`src/rtl/fetch_if.sv`:
```
// fetch_if -- bundles the fetch controller's external handshakes.
//
// Signals:
//   redirect_valid / redirect_pc : taken branch/jump from the core; restart fetch
//   imem_en / imem_addr          : one-word read request to the instruction memory
//   imem_rdata                   : read data, valid one cycle after imem_en
//   instr_valid / instr_ready    : valid/ready handshake toward decode
//   instr_out / instr_pc         : head instruction word and its byte address
//   instr_fault                  : head entry is a fetch fault entry
//
// Modports:
//   master : the fetch controller
//   slave  : the surrounding core / memory
interface fetch_if;
  logic        redirect_valid;
  logic [31:0] redirect_pc;
  logic        imem_en;
  logic [31:0] imem_addr;
  logic [31:0] imem_rdata;
  logic        instr_valid;
  logic        instr_ready;
  logic [31:0] instr_out;
  logic [31:0] instr_pc;
  logic        instr_fault;

  modport master (
    input  redirect_valid, redirect_pc, imem_rdata, instr_ready,
    output imem_en, imem_addr, instr_valid, instr_out, instr_pc, instr_fault
  );

  modport slave (
    output redirect_valid, redirect_pc, imem_rdata, instr_ready,
    input  imem_en, imem_addr, instr_valid, instr_out, instr_pc, instr_fault
  );
endinterface

```
`src/rtl/fetch_ctrl.sv`:
```
// fetch_ctrl -- instruction fetch controller.
//
// Owns the PC, issues sequential single-word reads to imem (at most one
// outstanding), buffers returned words in a BUF_DEPTH-entry FIFO and hands
// them to decode over a valid/ready handshake. A redirect flushes the FIFO,
// drops any response arriving that cycle and restarts fetch at redirect_pc.
//
// Ports:
//   clk  : clock, all state on the rising edge
//   rst  : asynchronous, active-high reset
//   bus  : fetch_if.master (redirect, imem request/response, decode handshake)
//
// Configuration macro FETCH_CTRL_FAULT_CHECK_EN:
//   defined     - misaligned or out-of-range PCs push a single fault entry
//                 (nop word 32'h00000013, fault=1) and park the FSM in HALT
//                 until a redirect.
//   not defined - no checks; imem_addr low two bits forced to zero, fault
//                 output is always 0 and HALT is unreachable.
module fetch_ctrl #(
  parameter logic [31:0] RESET_PC   = 32'h0100_0000,
  parameter logic [31:0] IMEM_BASE  = 32'h0100_0000,
  parameter int          IMEM_WORDS = 1024,
  parameter int          BUF_DEPTH  = 4
) (
  input  logic     clk,
  input  logic     rst,
  fetch_if.master  bus
);

  localparam int PTR_W = $clog2(BUF_DEPTH);
  localparam int CNT_W = PTR_W + 1;

  typedef enum logic [1:0] {S_IDLE, S_FETCH, S_HALT} state_e;

  typedef struct packed {
    logic [31:0] instr;
    logic [31:0] pc;
    logic        fault;
  } entry_t;

  state_e             state_q, state_d;
  logic [31:0]        pc_q, pc_d;
  logic               infl_q, infl_d;         // one fetch outstanding
  logic [31:0]        infl_addr_q, infl_addr_d;
  logic [PTR_W-1:0]   rd_ptr_q, wr_ptr_q;
  logic [CNT_W-1:0]   count_q;
  entry_t             fifo_q [BUF_DEPTH];
  entry_t             last_q;                 // last popped entry, shown when empty
  entry_t             head, push_entry;

  logic        issue, push, pop, flush;
  logic        has_space, pc_fault;
  logic [31:0] issue_addr;

`ifdef FETCH_CTRL_FAULT_CHECK_EN
  localparam logic [32:0] IMEM_END = {1'b0, IMEM_BASE} + 33'(IMEM_WORDS) * 33'd4;
  assign pc_fault   = (pc_q[1:0] != 2'b00) || (pc_q < IMEM_BASE) ||
                      ({1'b0, pc_q} >= IMEM_END);
  assign issue_addr = pc_q;
`else
  assign pc_fault   = 1'b0;
  assign issue_addr = {pc_q[31:2], 2'b00};
`endif

  // The in-flight fetch already owns a FIFO slot, so it counts against space.
  assign has_space = (count_q + CNT_W'(infl_q)) < CNT_W'(BUF_DEPTH);

  assign head            = fifo_q[rd_ptr_q];
  assign bus.instr_valid = (count_q != '0);
  assign bus.instr_out   = bus.instr_valid ? head.instr : last_q.instr;
  assign bus.instr_pc    = bus.instr_valid ? head.pc    : last_q.pc;
  assign bus.instr_fault = bus.instr_valid ? head.fault : last_q.fault;
  assign bus.imem_en     = issue;
  assign bus.imem_addr   = issue_addr;

  // NOTE: every signal written here gets a default first, so no path leaves
  // one unassigned and no latch is inferred.
  always_comb begin
    state_d     = state_q;
    pc_d        = pc_q;
    infl_d      = 1'b0;
    infl_addr_d = infl_addr_q;
    issue       = 1'b0;
    push        = infl_q;
    pop         = 1'b0;
    flush       = 1'b0;
    push_entry  = '{instr: bus.imem_rdata, pc: infl_addr_q, fault: 1'b0};

    unique case (state_q)
      S_IDLE:  state_d = S_FETCH;
      S_FETCH: begin
        if (pc_fault) begin
          // Wait for any outstanding response so only one entry is pushed per cycle.
          if (has_space && !infl_q) begin
            push       = 1'b1;
            push_entry = '{instr: 32'h0000_0013, pc: pc_q, fault: 1'b1};
            state_d    = S_HALT;
          end
        end else if (has_space) begin
          issue = 1'b1;
        end
      end
      S_HALT:  ;
      default: state_d = S_IDLE;
    endcase

    pop = bus.instr_valid && bus.instr_ready;

    if (issue) begin
      infl_d      = 1'b1;
      infl_addr_d = issue_addr;
      pc_d        = pc_q + 32'd4;
    end

    // Redirect wins over everything: no issue, no push, no pop.
    if (bus.redirect_valid) begin
      flush   = 1'b1;
      issue   = 1'b0;
      push    = 1'b0;
      pop     = 1'b0;
      infl_d  = 1'b0;
      pc_d    = bus.redirect_pc;
      state_d = S_FETCH;
    end
  end

  // NOTE: sequential state uses non-blocking assignments so every register
  // samples the pre-edge values, independent of statement order.
  always_ff @(posedge clk or posedge rst) begin
    if (rst) begin
      state_q     <= S_IDLE;
      pc_q        <= RESET_PC;
      infl_q      <= 1'b0;
      infl_addr_q <= '0;
      rd_ptr_q    <= '0;
      wr_ptr_q    <= '0;
      count_q     <= '0;
      last_q      <= '0;
    end else begin
      state_q     <= state_d;
      pc_q        <= pc_d;
      infl_q      <= infl_d;
      infl_addr_q <= infl_addr_d;
      if (flush) begin
        rd_ptr_q <= '0;
        wr_ptr_q <= '0;
        count_q  <= '0;
      end else begin
        if (push) wr_ptr_q <= wr_ptr_q + 1'b1;
        if (pop) begin
          rd_ptr_q <= rd_ptr_q + 1'b1;
          last_q   <= head;
        end
        count_q <= count_q + CNT_W'(push) - CNT_W'(pop);
      end
    end
  end

  // NOTE: FIFO storage is not reset; count_q guards every read, so stale
  // contents are never visible and the array can map to plain flops/RAM.
  always_ff @(posedge clk) begin
    if (push) fifo_q[wr_ptr_q] <= push_entry;
  end

endmodule

```
`src/flat_wrapper.sv`:
```
// flat-port wrapper written by rule: the top's interface ports become plain ports
module fetch_ctrl_flat 
#(
  parameter logic [31:0] RESET_PC   = 32'h0100_0000,
  parameter logic [31:0] IMEM_BASE  = 32'h0100_0000,
  parameter int          IMEM_WORDS = 1024,
  parameter int          BUF_DEPTH  = 4
)
  (clk, rst, bus_redirect_valid, bus_redirect_pc, bus_imem_rdata, bus_instr_ready, bus_imem_en, bus_imem_addr, bus_instr_valid, bus_instr_out, bus_instr_pc, bus_instr_fault);
  fetch_if bus_i ();
  input  logic clk;
  input  logic rst;
  input wire logic [$bits(bus_i.redirect_valid)-1:0] bus_redirect_valid;
  input wire logic [$bits(bus_i.redirect_pc)-1:0] bus_redirect_pc;
  input wire logic [$bits(bus_i.imem_rdata)-1:0] bus_imem_rdata;
  input wire logic [$bits(bus_i.instr_ready)-1:0] bus_instr_ready;
  output wire logic [$bits(bus_i.imem_en)-1:0] bus_imem_en;
  output wire logic [$bits(bus_i.imem_addr)-1:0] bus_imem_addr;
  output wire logic [$bits(bus_i.instr_valid)-1:0] bus_instr_valid;
  output wire logic [$bits(bus_i.instr_out)-1:0] bus_instr_out;
  output wire logic [$bits(bus_i.instr_pc)-1:0] bus_instr_pc;
  output wire logic [$bits(bus_i.instr_fault)-1:0] bus_instr_fault;
  assign bus_i.redirect_valid = bus_redirect_valid;
  assign bus_i.redirect_pc = bus_redirect_pc;
  assign bus_i.imem_rdata = bus_imem_rdata;
  assign bus_i.instr_ready = bus_instr_ready;
  assign bus_imem_en = bus_i.imem_en;
  assign bus_imem_addr = bus_i.imem_addr;
  assign bus_instr_valid = bus_i.instr_valid;
  assign bus_instr_out = bus_i.instr_out;
  assign bus_instr_pc = bus_i.instr_pc;
  assign bus_instr_fault = bus_i.instr_fault;
  fetch_ctrl #(.RESET_PC(RESET_PC), .IMEM_BASE(IMEM_BASE), .IMEM_WORDS(IMEM_WORDS), .BUF_DEPTH(BUF_DEPTH)) u_core (.clk(clk), .rst(rst), .bus(bus_i));
endmodule
```
`config.mk`:
```
export PLATFORM = sky130hd
export DESIGN_NAME = fetch_ctrl_flat
export DESIGN_NICKNAME = d
export VERILOG_FILES = /design/src/rtl/fetch_if.sv /design/src/rtl/fetch_ctrl.sv /design/src/flat_wrapper.sv
export SDC_FILE = /design/constraint.sdc
export NUM_CORES = 1
export LEC_CHECK = 0
export ABC_AREA = 1
export CAP_MARGIN = 20
export CORE_UTILIZATION = 45
export DETAILED_ROUTE_END_ITERATION = 8
export GPL_ROUTABILITY_DRIVEN = 0
export PLACE_DENSITY = 0.68
export REMOVE_ABC_BUFFERS = 1
export SYNTH_ARGS = -nofsm -noshare
export SYNTH_HDL_FRONTEND = slang
export SYNTH_SLANG_ARGS = --single-unit
```
`constraint.sdc`:
```
create_clock -name clk -period 7.4 [get_ports clk]
set_input_delay 0.74 -clock clk [delete_from_list [all_inputs] [get_ports clk]]
set_output_delay 0.74 -clock clk [all_outputs]
set_load 0.01 [all_outputs]
```
==> results.cfg <==
[flow_run]
drv_cap = 0

[critical_path]
cpMaxStageDelayCell = buf_4
cpPeakStageDelay_ns = 0.71
path_class = flop to output port
cp.arrival_ns = 3.69
path_delay_family = buffers and inverters
path_max_fanout = 73
worstSetupEndpointType = output port
crit_top_cell = o21ai_0
cp_cell_sequence = inv_4, buf_4, o21ai_0, o22ai_1, nand2_1, o21ai_0, clkdlybuf4s50_1
cp-start-kind = flop
cp_num_buf_inv = 3
worstPathRequired_ns = 6.66

[global_route]
grt_pass1_wl_um = 57700
grt.overflow.total = 0
antenna_found_initial = 0
grt_max_degree = 97
first_global_vias = 10800
grtUsageMet1 = 0.279
grtUsageMet2 = 0.345
grtUsageMet3 = 0.0329
grtUsageTotal = 0.205
grt_most_used_layer = met2

[drt]
vias_per_cell = 5.18
drcViolationCount = 0
drtIter0Drc = 625
antenna_left = 0
vias = 11200
routed_wl_um = 36400
first_pass_iters = 5
wire_per_inst_um = 16.9

[clock_tree]
hold_buffers = 0
cts_tree = built
cts_root_buf = clkbuf_16
cts_setup_buffers = 0
clkLatencyLatePin_ns = 0.52
clock-sinks = 379
htree_levels = 2
numCtsBuffers = 40
path_clk_slew_ns = 0.06
cts_resized = 0
cts_buffer_depth = 3

[finish]
nets = 1749
design_area_um2 = 19300
final_util = 0.554
area_delta_synth_final_pct = 20.5
fin_cells = 2158
layout-drive-gt1-share = 0.0611
diodes = 0
fillCellCount = 2946

[yosys]
synth_top_family_by_area = simple AND/OR/NAND/NOR gates
synth_area_um2 = 16000
synthXorXnorAreaFrac = 0.000547
synthMuxAreaShare = 0
avgSynthCellArea_um2 = 10.4
synth-simple-area-share = 0.143
ys_ff_latch = 379
yosysUniqueCellTypes = 32
ys_warn_count = 0
synth_compound_area_frac = 0.120
synth_seq_area_share = 0.670
synth_fa_ha_area_frac = 0.00672
synth_cells = 1541

[timing]
min_period_ns = 4.43
fin_crit_sh = 0.599
setup_violations = 0
fin_ws_ns = 2.97
relSlewSlack = 0.315
hold_violations = 0
grt_setup_unrepaired = no
setup_tns_ns = 0
tightest_slew_ns = 1.03
slew_violations = 0
finClkSkew_ns = 0.0118
clock.fmax_mhz = 226

[floorplan]
initial_core_util = 0.460
core_um2 = 34800
die_area_um2 = 36300
pin_count = 167
die_h_um = 191
rows = 68
die_w_um = 191

[min_path]
hold_path_class = flop to flop

[place]
post-dp-hpwl_um = 20900
placed_area_um2 = 17900
place_inst = 2085
port-buffer-count = 159
pre_cts_ws_ns = 3.57

[power_and_ir_drop]
power_leakage_nw = 7.39
p_per_area_nw_per_um2 = 374
ir_worst_vdd_v = 0.000243

[outcome]
status = finished, final reports clean
state kept, by name (all words and copies together), names as in the netlist:
| name | cells |
|---|---|
| u_core.fifo_q | 248 |
| u_core.pc_q | 30 |
| u_core.infl_q | 1 |
| u_core.last_q | 62 |
| u_core.state_q | 1 |
| u_core.infl_addr_q | 30 |
| u_core.rd_ptr_q | 2 |
| u_core.wr_ptr_q | 2 |
| u_core.count_q | 3 |
layout by cell type (no fill, tap or decap), types with 2 or more instances in the layout:
master / count
a21oi_1: 7
nand2_1: 314
o211ai_1: 2
nand2_4: 2
clkbuf_8: 4
o21ai_0: 241
nand3_1: 65
buf_4: 14
clkdlybuf4s50_1: 159
inv_1: 127
clkbuf_1: 8
edfxtp_1: 248
ha_1: 7
bufinv_16: 7
nor2_4: 6
inv_2: 3
clkinv_1: 2
and2_1: 3
inv_6: 3
nand2_2: 2
o22ai_1: 62
conb_1: 6
o21ai_1: 52
nor2_1: 164
clkbuf_16: 41
nor2_2: 6
dfrtp_1: 128
clkinv_2: 8
synth_stat cells, drive strengths merged:
master | number | area share
conb | 2 | 0.00047
nand3 | 66 | 0.021
nand4 | 1 | 0.00039
dfstp | 1 | 0.0016
dfrtp | 130 | 0.20
or2 | 1 | 0.00039
buf | 49 | 0.019
o21ai | 293 | 0.092
a22o | 1 | 0.00055
a21oi | 7 | 0.0022
o22ai | 62 | 0.024
o211ai | 2 | 0.00094
edfxtp | 248 | 0.47
fa | 1 | 0.0013
nor2 | 177 | 0.044
nand2 | 318 | 0.076
xor2 | 1 | 0.00055
ha | 7 | 0.0055
clkbuf | 39 | 0.0091
inv | 132 | 0.031
and2 | 3 | 0.0012
worst register-to-register path, stage by stage (launching register included):
cell	delay [ns]
dfrtp_1	0.44
nor2_1	0.11
nand2_4	0.33
nand2_4	0.13
nor2_8	0.47
ha_1	0.35
inv_1	0.06
ha_1	0.13
inv_1	0.05
fa_1	0.37
o21ai_0	0.17
a21oi_1	0.06
cells by family (layout without fill, tap and decap cells):
group,count (synthesis),after routing
compound gates,365,365
xor+xnor,1,1
fa+ha+maj,8,8
buf+inv,220,378
flops,379,379
other cells,2,6
simple gates,566,566
path summary, 6_finish.rpt:
check / to / from / depth (start not counted) / slack (ns)
max reg2reg: u_core.count_q[2]$_DFF_PP0_ / u_core.count_q[1]$_DFF_PP0_ / 11 / 4.62
min in group asynchronous: u_core.pc_q[3]$_DFFE_PP0P_ / rst / 2 / 0.67
min reg2reg: u_core.last_q[45]$_DFFE_PP0P_ / u_core.last_q[45]$_DFFE_PP0P_ / 2 / 0.51
min: u_core.last_q[45]$_DFFE_PP0P_ / u_core.last_q[45]$_DFFE_PP0P_ / 2 / 0.51
max: bus_instr_pc[18] / u_core.rd_ptr_q[0]$_DFFE_PP0P_ / 7 / 2.97
max in group asynchronous: u_core.last_q[37]$_DFFE_PP0P_ / rst / 4 / 5.55
cell type report:
type	count	area (um^2)	area share
sequential	379	10700	0.557
multi-input combinational	946	4370	0.227
timing repair buffer	174	1720	0.0890
clock buffer	53	1110	0.0576
tap	455	569	0.0295
inverter	132	503	0.0261
clock inverter	19	275	0.0143
power by group:
part	switching [mW]	internal [mW]	total, mW	leakage, nW
sequential	0.201	2.63	2.83	3.86
clock	0.794	1.30	2.10	0.686
combinational	1.28	0.990	2.27	2.84
stage by stage:
step           total power, mW  hold slack (ns)
5_1_grt                   7.64            0.529
2_1_floorplan             3.99            0.476
6_report                  7.20            0.514
3_5_place_dp              5.17            0.503
3_3_place_gp              5.11            0.493
4_1_cts                   7.27            0.520
per-layer routing:
layer | up-vias | routed length, um
li1 | 5490 | -
met1 | 5357 | 16700
met2 | 299 | 17300
met3 | 37 | 1910
met4 | 0 | 483
met5 | - | 0
No activity file was read; power rests on OpenSTA's default activity.
